===== src/rtl/qdiv.sv =====
// Signed fixed-point divider: restoring shift-subtract, one quotient bit per cycle.
// Free-running: operands are captured on every IDLE edge, and saturation is flagged on warn.
module qdiv #(
  parameter int unsigned WIDTH = 31,
  parameter int unsigned FBITS = 16
) (
  input  logic             clk,
  input  logic             rst_n,
  input  logic [WIDTH:0]   dividend,
  input  logic [WIDTH:0]   divisor,
  output logic [WIDTH:0]   quotient,
  output logic             valid,
  output logic             warn,
  output logic             busy
);

  localparam int unsigned N  = WIDTH + 1 + FBITS;
  localparam int unsigned CW = $clog2(N);

  typedef enum logic [1:0] {StIdle, StCalc, StDone} state_e;

  state_e           state_q, state_d;
  logic             sign_q, sign_d;
  logic             dmsb_q, dmsb_d;
  logic [WIDTH:0]   mb_q, mb_d;
  logic [WIDTH:0]   rem_q, rem_d;
  logic [N-1:0]     num_q, num_d;
  logic [N-1:0]     quo_q, quo_d;
  logic [CW-1:0]    cnt_q, cnt_d;
  logic [WIDTH:0]   quotient_q, quotient_d;
  logic             warn_q, warn_d;
  logic             valid_q, valid_d;

  logic [WIDTH:0]   mag_a;
  logic [WIDTH+1:0] rem_shift;
  logic [WIDTH+1:0] rem_sub;
  logic             ovf_pos, ovf_neg;
  logic [WIDTH:0]   sat_pos, sat_neg;

  assign sat_pos = {1'b0, {WIDTH{1'b1}}};
  assign sat_neg = {1'b1, {WIDTH{1'b0}}};

  // Magnitude limits: +(2^W - 1) for positive results, 2^W for negative ones.
  assign ovf_pos = |quo_q[N-1:WIDTH];
  assign ovf_neg = (|quo_q[N-1:WIDTH+1]) | (quo_q[WIDTH] & (|quo_q[WIDTH-1:0]));

  always_comb begin
    state_d    = state_q;
    sign_d     = sign_q;
    dmsb_d     = dmsb_q;
    mb_d       = mb_q;
    rem_d      = rem_q;
    num_d      = num_q;
    quo_d      = quo_q;
    cnt_d      = cnt_q;
    quotient_d = quotient_q;
    warn_d     = warn_q;
    valid_d    = 1'b0;
    mag_a      = dividend[WIDTH] ? (~dividend + 1'b1) : dividend;
    rem_shift  = {rem_q, num_q[N-1]};
    rem_sub    = rem_shift - {1'b0, mb_q};

    unique case (state_q)
      StIdle: begin
        sign_d  = dividend[WIDTH] ^ divisor[WIDTH];
        dmsb_d  = dividend[WIDTH];
        mb_d    = divisor[WIDTH] ? (~divisor + 1'b1) : divisor;
        num_d   = {mag_a, {FBITS{1'b0}}};
        rem_d   = '0;
        quo_d   = '0;
        cnt_d   = '0;
        state_d = StCalc;
      end
      StCalc: begin
        if (rem_shift >= {1'b0, mb_q}) begin
          rem_d = rem_sub[WIDTH:0];
          quo_d = {quo_q[N-2:0], 1'b1};
        end else begin
          rem_d = rem_shift[WIDTH:0];
          quo_d = {quo_q[N-2:0], 1'b0};
        end
        num_d = num_q << 1;
        cnt_d = cnt_q + 1'b1;
        if (cnt_q == CW'(N - 1)) state_d = StDone;
      end
      StDone: begin
        valid_d = 1'b1;
        state_d = StIdle;
        if (mb_q == '0) begin
          warn_d     = 1'b1;
          quotient_d = dmsb_q ? sat_neg : sat_pos;
        end else if (sign_q ? ovf_neg : ovf_pos) begin
          warn_d     = 1'b1;
          quotient_d = sign_q ? sat_neg : sat_pos;
        end else begin
          warn_d     = 1'b0;
          quotient_d = sign_q ? (~quo_q[WIDTH:0] + 1'b1) : quo_q[WIDTH:0];
        end
      end
      default: state_d = StIdle;
    endcase
  end

  always_ff @(posedge clk or posedge rst_n) begin
    if (rst_n) begin
      state_q    <= StIdle;
      sign_q     <= 1'b0;
      dmsb_q     <= 1'b0;
      mb_q       <= '0;
      rem_q      <= '0;
      num_q      <= '0;
      quo_q      <= '0;
      cnt_q      <= '0;
      quotient_q <= '0;
      warn_q     <= 1'b0;
      valid_q    <= 1'b0;
    end else begin
      state_q    <= state_d;
      sign_q     <= sign_d;
      dmsb_q     <= dmsb_d;
      mb_q       <= mb_d;
      rem_q      <= rem_d;
      num_q      <= num_d;
      quo_q      <= quo_d;
      cnt_q      <= cnt_d;
      quotient_q <= quotient_d;
      warn_q     <= warn_d;
      valid_q    <= valid_d;
    end
  end

  assign quotient = quotient_q;
  assign warn     = warn_q;
  assign valid    = valid_q;
  assign busy     = (state_q == StCalc);

endmodule


===== config.mk =====
export PLATFORM = sky130hd
export DESIGN_NAME = qdiv
export DESIGN_NICKNAME = d
export VERILOG_FILES = /design/src/rtl/qdiv.sv
export SDC_FILE = /design/constraint.sdc
export NUM_CORES = 1
export LEC_CHECK = 0
export CORE_AREA = 3 3 147 149
export CTS_CLUSTER_DIAMETER = 150
export DETAILED_ROUTE_END_ITERATION = 8
export DIE_AREA = 0 0 150 152
export GPL_TIMING_DRIVEN = 0
export MAX_ROUTING_LAYER = met4
export PLACE_DENSITY = 0.8
export REMOVE_ABC_BUFFERS = 1
export SYNTH_ARGS = -nofsm -noshare
export SYNTH_HDL_FRONTEND = slang
export SYNTH_SLANG_ARGS = --single-unit
export TNS_END_PERCENT = 50

===== constraint.sdc =====
create_clock -name clk -period 7.85 [get_ports clk]
set_input_delay 0.785 -clock clk [delete_from_list [all_inputs] [get_ports clk]]
set_output_delay 0.785 -clock clk [all_outputs]
set_load 0.05 [all_outputs]

==> results_dict.tcl, run 1 <==
set metrics [dict create \
    reg2reg_setup_slack_ns 3.27 \
    synth_top_area_share_pct 42.07 \
    cp_cell_sequence "buf_16, inv_1, nand2_1, inv_2, clkdlybuf4s50_1" \
    die_x_microns 150 \
    cp_top_family "buffers and inverters" \
    dp_hpwl_mm 17.19 \
    yosysMostFrequentCell "dfrtp_1" \
    fin_worst_skew_ns 0.01274 \
    core-area_sq_um 20300 \
    grt_pass1_vias 8749 \
    swShare_pct 38.91 \
    area_delta_synth_final_pct 16.02 \
    p_leak_nw 5.769 \
    synthCells 1223 \
    synth_area_leaders "dfrtp_1, xor2_1, o21ai_0" \
    startpoint "state_q[1]" \
    critPathArrivalTime_ns 4.85 \
    crit_end "busy" \
    grt_pass1_wl_mm 42.15 \
    synth_area_sq_um 11180 \
    place_area_sq_um 12350 \
    reg2reg_to "rem_q[25]" \
    placementRows 52 \
    path_depth 5 \
    die_area_sq_um 22800 \
    synthXorXnorAreaFrac_pct 9.321 \
    min_period_over_period_pct 71.78 \
    endpoint_kind "output pin" \
    worstPathRequired_ns 7.07 \
    wl_per_cell_microns 15.82 \
    vias 9181 \
    switchingPower_mw 1.441 \
    cts_buffers 17 \
    clockBufferDepth 2 \
    fill_cells 1696 \
    drc 0 \
    overflow 0 \
    fin_ws_ns 2.215 \
    seqPwrFrac_pct 35.5 \
    max_cap_viol_count 0 \
    p_comb_share_pct 40.5 \
    drv_slew 0 \
    clkPwrFrac_pct 24.0 \
    synth_commonest_cells "dfrtp_1, nand2_1, o21ai_0" \
    multiInputGateArea_sq_um 6001 \
    worst_setup_path_start_kind "flip-flop" \
    synth.distinct_cells 61 \
    reg2reg_depth 6 \
    synthSimpleGateAreaFrac_pct 14.48 \
    synth_top_family_by_area "compound AO/OA/AOI/OAI gates" \
    ys_ff_latch 188 \
    post_cts_buffers 0 \
    antenna_left 0 \
    place_ws_ns 2.656 \
    stdcell_area_sq_um 12970 \
    worst_slew_pin_slew_ns 1.246 \
    criticalPathCategory "reg -> out" \
    max_freq_mhz 177.5 \
    cts_tree "done" \
    setup_violations 0 \
    p_int_mw 2.263 \
    grt_usage_pct 22.75 \
    synthAdderAreaFrac_pct 4.207 \
    crit_slowest_cell "inv_2" \
    synth_edf_count 0 \
    yosysWarnings 0 \
    synth_compound_area_share_pct 23.16 \
    cts_resized 0 \
    status "finished, final reports clean" \
    drt_wl_total_mm 24.69 \
    post_route_cells_drive_above_1_share_pct 6.274 \
    r2r_start "state_q[1]" \
    hold_viol_final 0 \
    finalSetupTns_ns 0 \
    initial_core_util_pct 55.09 \
    yosysTopAreaCell "dfrtp_1" \
    synth-async-reset-ratio_pct 100.0 \
    nNetsFinal 1381 \
    crit_path_max_fanout 77 \
    crit_buf_inv 4 \
    place_congestion 0.9030 \
    dr.first_iter.drc_count 515 \
    critPathMaxStageDelay_ns 1.19 \
    cts-hold-fix-buffers 0 \
    clk_pin_slew_ns 0.08 \
    die_y_microns 152 \
    post-route-min-period_ns 5.635 \
    grt_max_degree 99 \
    ys.flop_type "dfrtp_1" \
    antenna_cells 0 \
    rsz0062_at_grt "no" \
    hp-class "reg -> reg" \
    powerDensity_nw_per_um2 285.5 \
    syn_area_per_cell_sq_um 9.143 \
    yosys-mux-area-fraction_pct 2.428 \
    cts_root_buf "clkbuf_16" \
    drt_first_pass_iters 5 \
    cts.sinks 188 \
    io_pins 101 \
    yosysSeqAreaShare_pct 42.07 \
    peakVddDrop_uv 194.6 \
    relSlewSlack_pct 16.92 \
    antenna_found_initial 0 \
    clock_latency_ns 0.44 \
    regArea_sq_um 4710 \
    viasPerCell 5.881 \
    io_buffer_count 100 \
    htree_levels 4 \
]
cell families (layout without fill, tap and decap cells):
| logic type | count (synthesis) | in the layout |
|---|---|---|
| AND/OR/NAND/NOR | 345 | 345 |
| buffers and inverters | 121 | 189 |
| XOR/XNOR | 119 | 119 |
| flip-flops | 188 | 188 |
| multiplexers | 27 | 27 |
| AO/OA/AOI/OAI | 386 | 386 |
| adder cells (fa/ha/maj) | 37 | 37 |
worst min-delay path by stage:
stage	startpoint	endpoint	slack [ns]	cells past startpoint
finish	num_q[33]	num_q[33]	0.47	2
global placement	num_q[33]	num_q[33]	0.46	2
floorplan	num_q[33]	num_q[33]	0.44	2
detailed placement	num_q[33]	num_q[33]	0.46	2
global route	num_q[18]	num_q[18]	0.51	2
CTS	num_q[33]	num_q[33]	0.48	2
metal layers:
layer	global-route usage [%]	vias to the layer above	wire length, microns
li1	-	4524	-
met1	32.03	4383	11830
met2	34.08	223	11340
met3	3.158	51	945
met4	7.669	0	578
met5	-	-	0
sequential cells by signal, summed over array words and instances, names as in the netlist:
register and flops:
cnt_q 6, rem_q 32, warn 1, mb_q 32, sign_q 1, valid 1, state_q 2, num_q 32
quotient 32, dmsb_q 1, quo_q 48
placed cells by master, fill, tap and decap left out, types with 32 or more instances in the layout:
cell,count
o31ai_1,32
o21ai_0,124
clkdlybuf4s50_1,100
inv_1,50
a21oi_1,63
nor2_1,78
nand2_1,150
a22o_1,49
xor2_1,87
ha_1,36
dfrtp_1,186
xnor2_1,32
worst reg2reg max path: cells and delay by family, from the launching register on:
family / cells / cell delay, ns
simple gates: 2 / 1.41
buf+inv: 3 / 1.94
compound gates: 1 / 0.38
flops: 1 / 0.76
layout make-up:
type,count,area share [%]
Inverter,53,1.591
Clock buffer,17,3.279
Tap cell,270,2.604
Timing Repair Buffer,104,8.468
Sequential cell,188,36.30
Multi-Input combinational cell,914,46.25
Clock inverter,15,1.504
power by group through the flow:
| stage | Sequential, mW | Clock, mW | Combinational, mW |
|---|---|---|---|
| 3_5_place_dp | 1.33 | 0 | 1.48 |
| 3_3_place_gp | 1.32 | 0 | 1.43 |
| 2_1_floorplan | 1.28 | 0 | 1.17 |
| 5_1_grt | 1.34 | 0.944 | 1.69 |
| 4_1_cts | 1.31 | 0.899 | 1.49 |
| 6_report | 1.32 | 0.888 | 1.50 |
per-stage QoR:
stage / total power [mW] / hold WS [ns] / util (%) / std cells
floorplan: 2.448 / 0.4422 / - / 1155
global placement: 2.752 / 0.4552 / 60.27 / 1525
detailed placement: 2.805 / 0.4584 / 60.85 / 1529
CTS: 3.703 / 0.4773 / 63.91 / 1561
global route: 3.975 / 0.5117 / 63.91 / 1561
finish: 3.704 / 0.4720 / 63.91 / 1561
Power figures use the tool's default switching activity.
==> inputs of run 2 (changes only) <==
--- a/config.mk
+++ b/config.mk
@@ -5,10 +5,10 @@
 export SDC_FILE = /design/constraint.sdc
 export NUM_CORES = 1
 export LEC_CHECK = 0
-export CORE_AREA = 3 3 147 149
+export CORE_AREA = 3 3 150 152
 export CTS_CLUSTER_DIAMETER = 150
 export DETAILED_ROUTE_END_ITERATION = 8
-export DIE_AREA = 0 0 150 152
+export DIE_AREA = 0 0 153 155
 export GPL_TIMING_DRIVEN = 0
 export MAX_ROUTING_LAYER = met4
 export PLACE_DENSITY = 0.8
==> constraint.sdc (replaced) <==
create_clock -name clk -period 4.9 [get_ports clk]
set_input_delay 0.49 -clock clk [delete_from_list [all_inputs] [get_ports clk]]
set_output_delay 0.49 -clock clk [all_outputs]
set_load 0.05 [all_outputs]
==> results_dict.tcl, run 2 (synthesis gave the netlist of run 1 again) <==
set metrics [dict create \
    p_leak_nw 5.760 \
    dp_hpwl_mm 16.77 \
    fin_ws_ns 0.4454 \
    p_comb_share_pct 40.5 \
    swShare_pct 38.55 \
    overflow 0 \
    cts_buffers 17 \
    reg2reg_setup_slack_ns 1.13 \
    seqPwrFrac_pct 35.8 \
    largest_reg_flops 48 \
    reg2reg_depth 10 \
    worst_slew_pin_slew_ns 1.274 \
    antenna_found_initial 0 \
    relSlewSlack_pct 15.06 \
    antenna_left 0 \
    r2r_start "mb_q[26]" \
    drt_first_pass_iters 5 \
    initial_core_util_pct 52.86 \
    grt_max_degree 116 \
    nNetsFinal 1381 \
    reg2reg_to "rem_q[25]" \
    io_buffer_count 100 \
    post_route_cells_drive_above_1_share_pct 6.352 \
    p_int_mw 3.615 \
    io_pins 101 \
    critPathArrivalTime_ns 3.96 \
    highest_layer "met4" \
    drv_slew 0 \
    post-route-min-period_ns 4.455 \
    viasPerCell 5.901 \
    vias 9241 \
    status "finished, final reports clean" \
    cts.sinks 188 \
    rsz0062_at_grt "no" \
    worstPathRequired_ns 4.41 \
    wl_met1_mm 11.63 \
    wl_per_cell_microns 15.45 \
    antenna_cells 0 \
    peakVddDrop_uv 272.1 \
    grt_pass1_wl_mm 41.05 \
    hold_viol_final 0 \
    max_cap_viol_count 0 \
    drc 0 \
    setup_violations 0 \
    crit_path_max_fanout 77 \
    grt_pass1_vias 8581 \
    top_register "quo_q" \
    area_delta_synth_final_pct 15.98 \
    die_y_microns 155 \
    place_ws_ns 0.08234 \
    clk_pin_slew_ns 0.08 \
    wl_met3_microns 950 \
    place_congestion 0.9432 \
    clockBufferDepth 2 \
    htree_levels 4 \
    die_x_microns 153 \
    die_area_sq_um 23720 \
    criticalPathCategory "reg -> out" \
    powerDensity_nw_per_um2 453.6 \
    drt_wl_total_mm 24.20 \
    mostFrequentLayoutCells "dfrtp_1, nand2_1, o21ai_0" \
    core-area_sq_um 21150 \
    fin_worst_skew_ns 0.01704 \
    wl_met2_mm 11.31 \
    cts_root_buf "clkbuf_16" \
    endpoint_kind "output pin" \
    clock_latency_ns 0.44 \
    crit_end "busy" \
    layout_commonest_cell "dfrtp_1" \
    min_period_over_period_pct 90.91 \
    switchingPower_mw 2.268 \
    grt_usage_pct 20.82 \
    max_freq_mhz 224.5 \
    clkPwrFrac_pct 23.7 \
    placementRows 53 \
    startpoint "state_q[1]" \
    worst_setup_path_start_kind "flip-flop" \
    finalPower_mw 5.883 \
    dr.first_iter.drc_count 661 \
    hp-class "reg -> reg" \
    cts_tree "done" \
]
[run 2: changes by cell type in the layout (fill, tap and decap cells not counted), sizes merged]
cell    previous run  this run
clkinv             4         9
inv               63        58
[run 2: how the worst min path moves through the flow]
stage | from | to | slack, ns | cells after the start
after floorplan | num_q[33] | num_q[33] | 0.44 | 2
after global placement | num_q[33] | num_q[33] | 0.46 | 2
after detailed placement | num_q[33] | num_q[33] | 0.47 | 2
after CTS | num_q[33] | num_q[33] | 0.49 | 2
after global routing | num_q[16] | num_q[16] | 0.51 | 2
final | num_q[33] | num_q[33] | 0.49 | 2
[run 2: power groups by stage]
stage                     clock [mW]  sequential [mW]  combinational (mW)
after CTS                       1.42             2.10                2.37
after floorplan                    0             2.05                1.87
after global placement             0             2.11                2.27
after detailed placement           0             2.12                2.34
final                           1.40             2.11                2.38
after global routing            1.48             2.15                2.69
[run 2: metrics by stage]
stage	setup TNS [ns]	cells	hold WS (ns)	utilization, %	instance area (sq um)
after floorplan	-132.31	1155	0.4422	-	10900
after global placement	-754.19	1530	0.4560	57.87	12240
after detailed placement	0	1534	0.4713	58.33	12340
after CTS	0	1566	0.4901	61.29	12970
after global routing	0	1566	0.5126	61.31	12970
final	0	1566	0.4873	61.31	12970
[run 2: critical path, cell delays in order, from the launching register on]
cell,delay (ns)
dfrtp_4,0.78
buf_12,0.32
inv_1,0.39
nand2_2,0.50
inv_6,0.59
clkdlybuf4s50_1,0.90
[run 2: cell type report]
| cell class | count | area [sq um] |
|---|---|---|
| fillers | 1785 | 8185 |
| multi-input cells | 914 | 6003 |
| flip-flops and latches | 188 | 4710 |
| repair buffers | 104 | 1079 |
| clock buffers | 17 | 425.4 |
| well taps | 275 | 344.1 |
| inverters | 53 | 211.5 |
| clock inverters | 15 | 196.4 |
[run 2: per-layer routing]
layer	track usage [%]	up-vias
met2	32.98	205
met1	28.34	4462
met5	-	-
li1	-	4547
met4	6.109	0
met3	2.837	27
[run 2: repair_timing]
action / CTS / global route
endpoints found under the setup margin: 1 / 1
gates resized for setup: 2 / 1
setup buffers: 0 / 0
hold buffers: 0 / 0
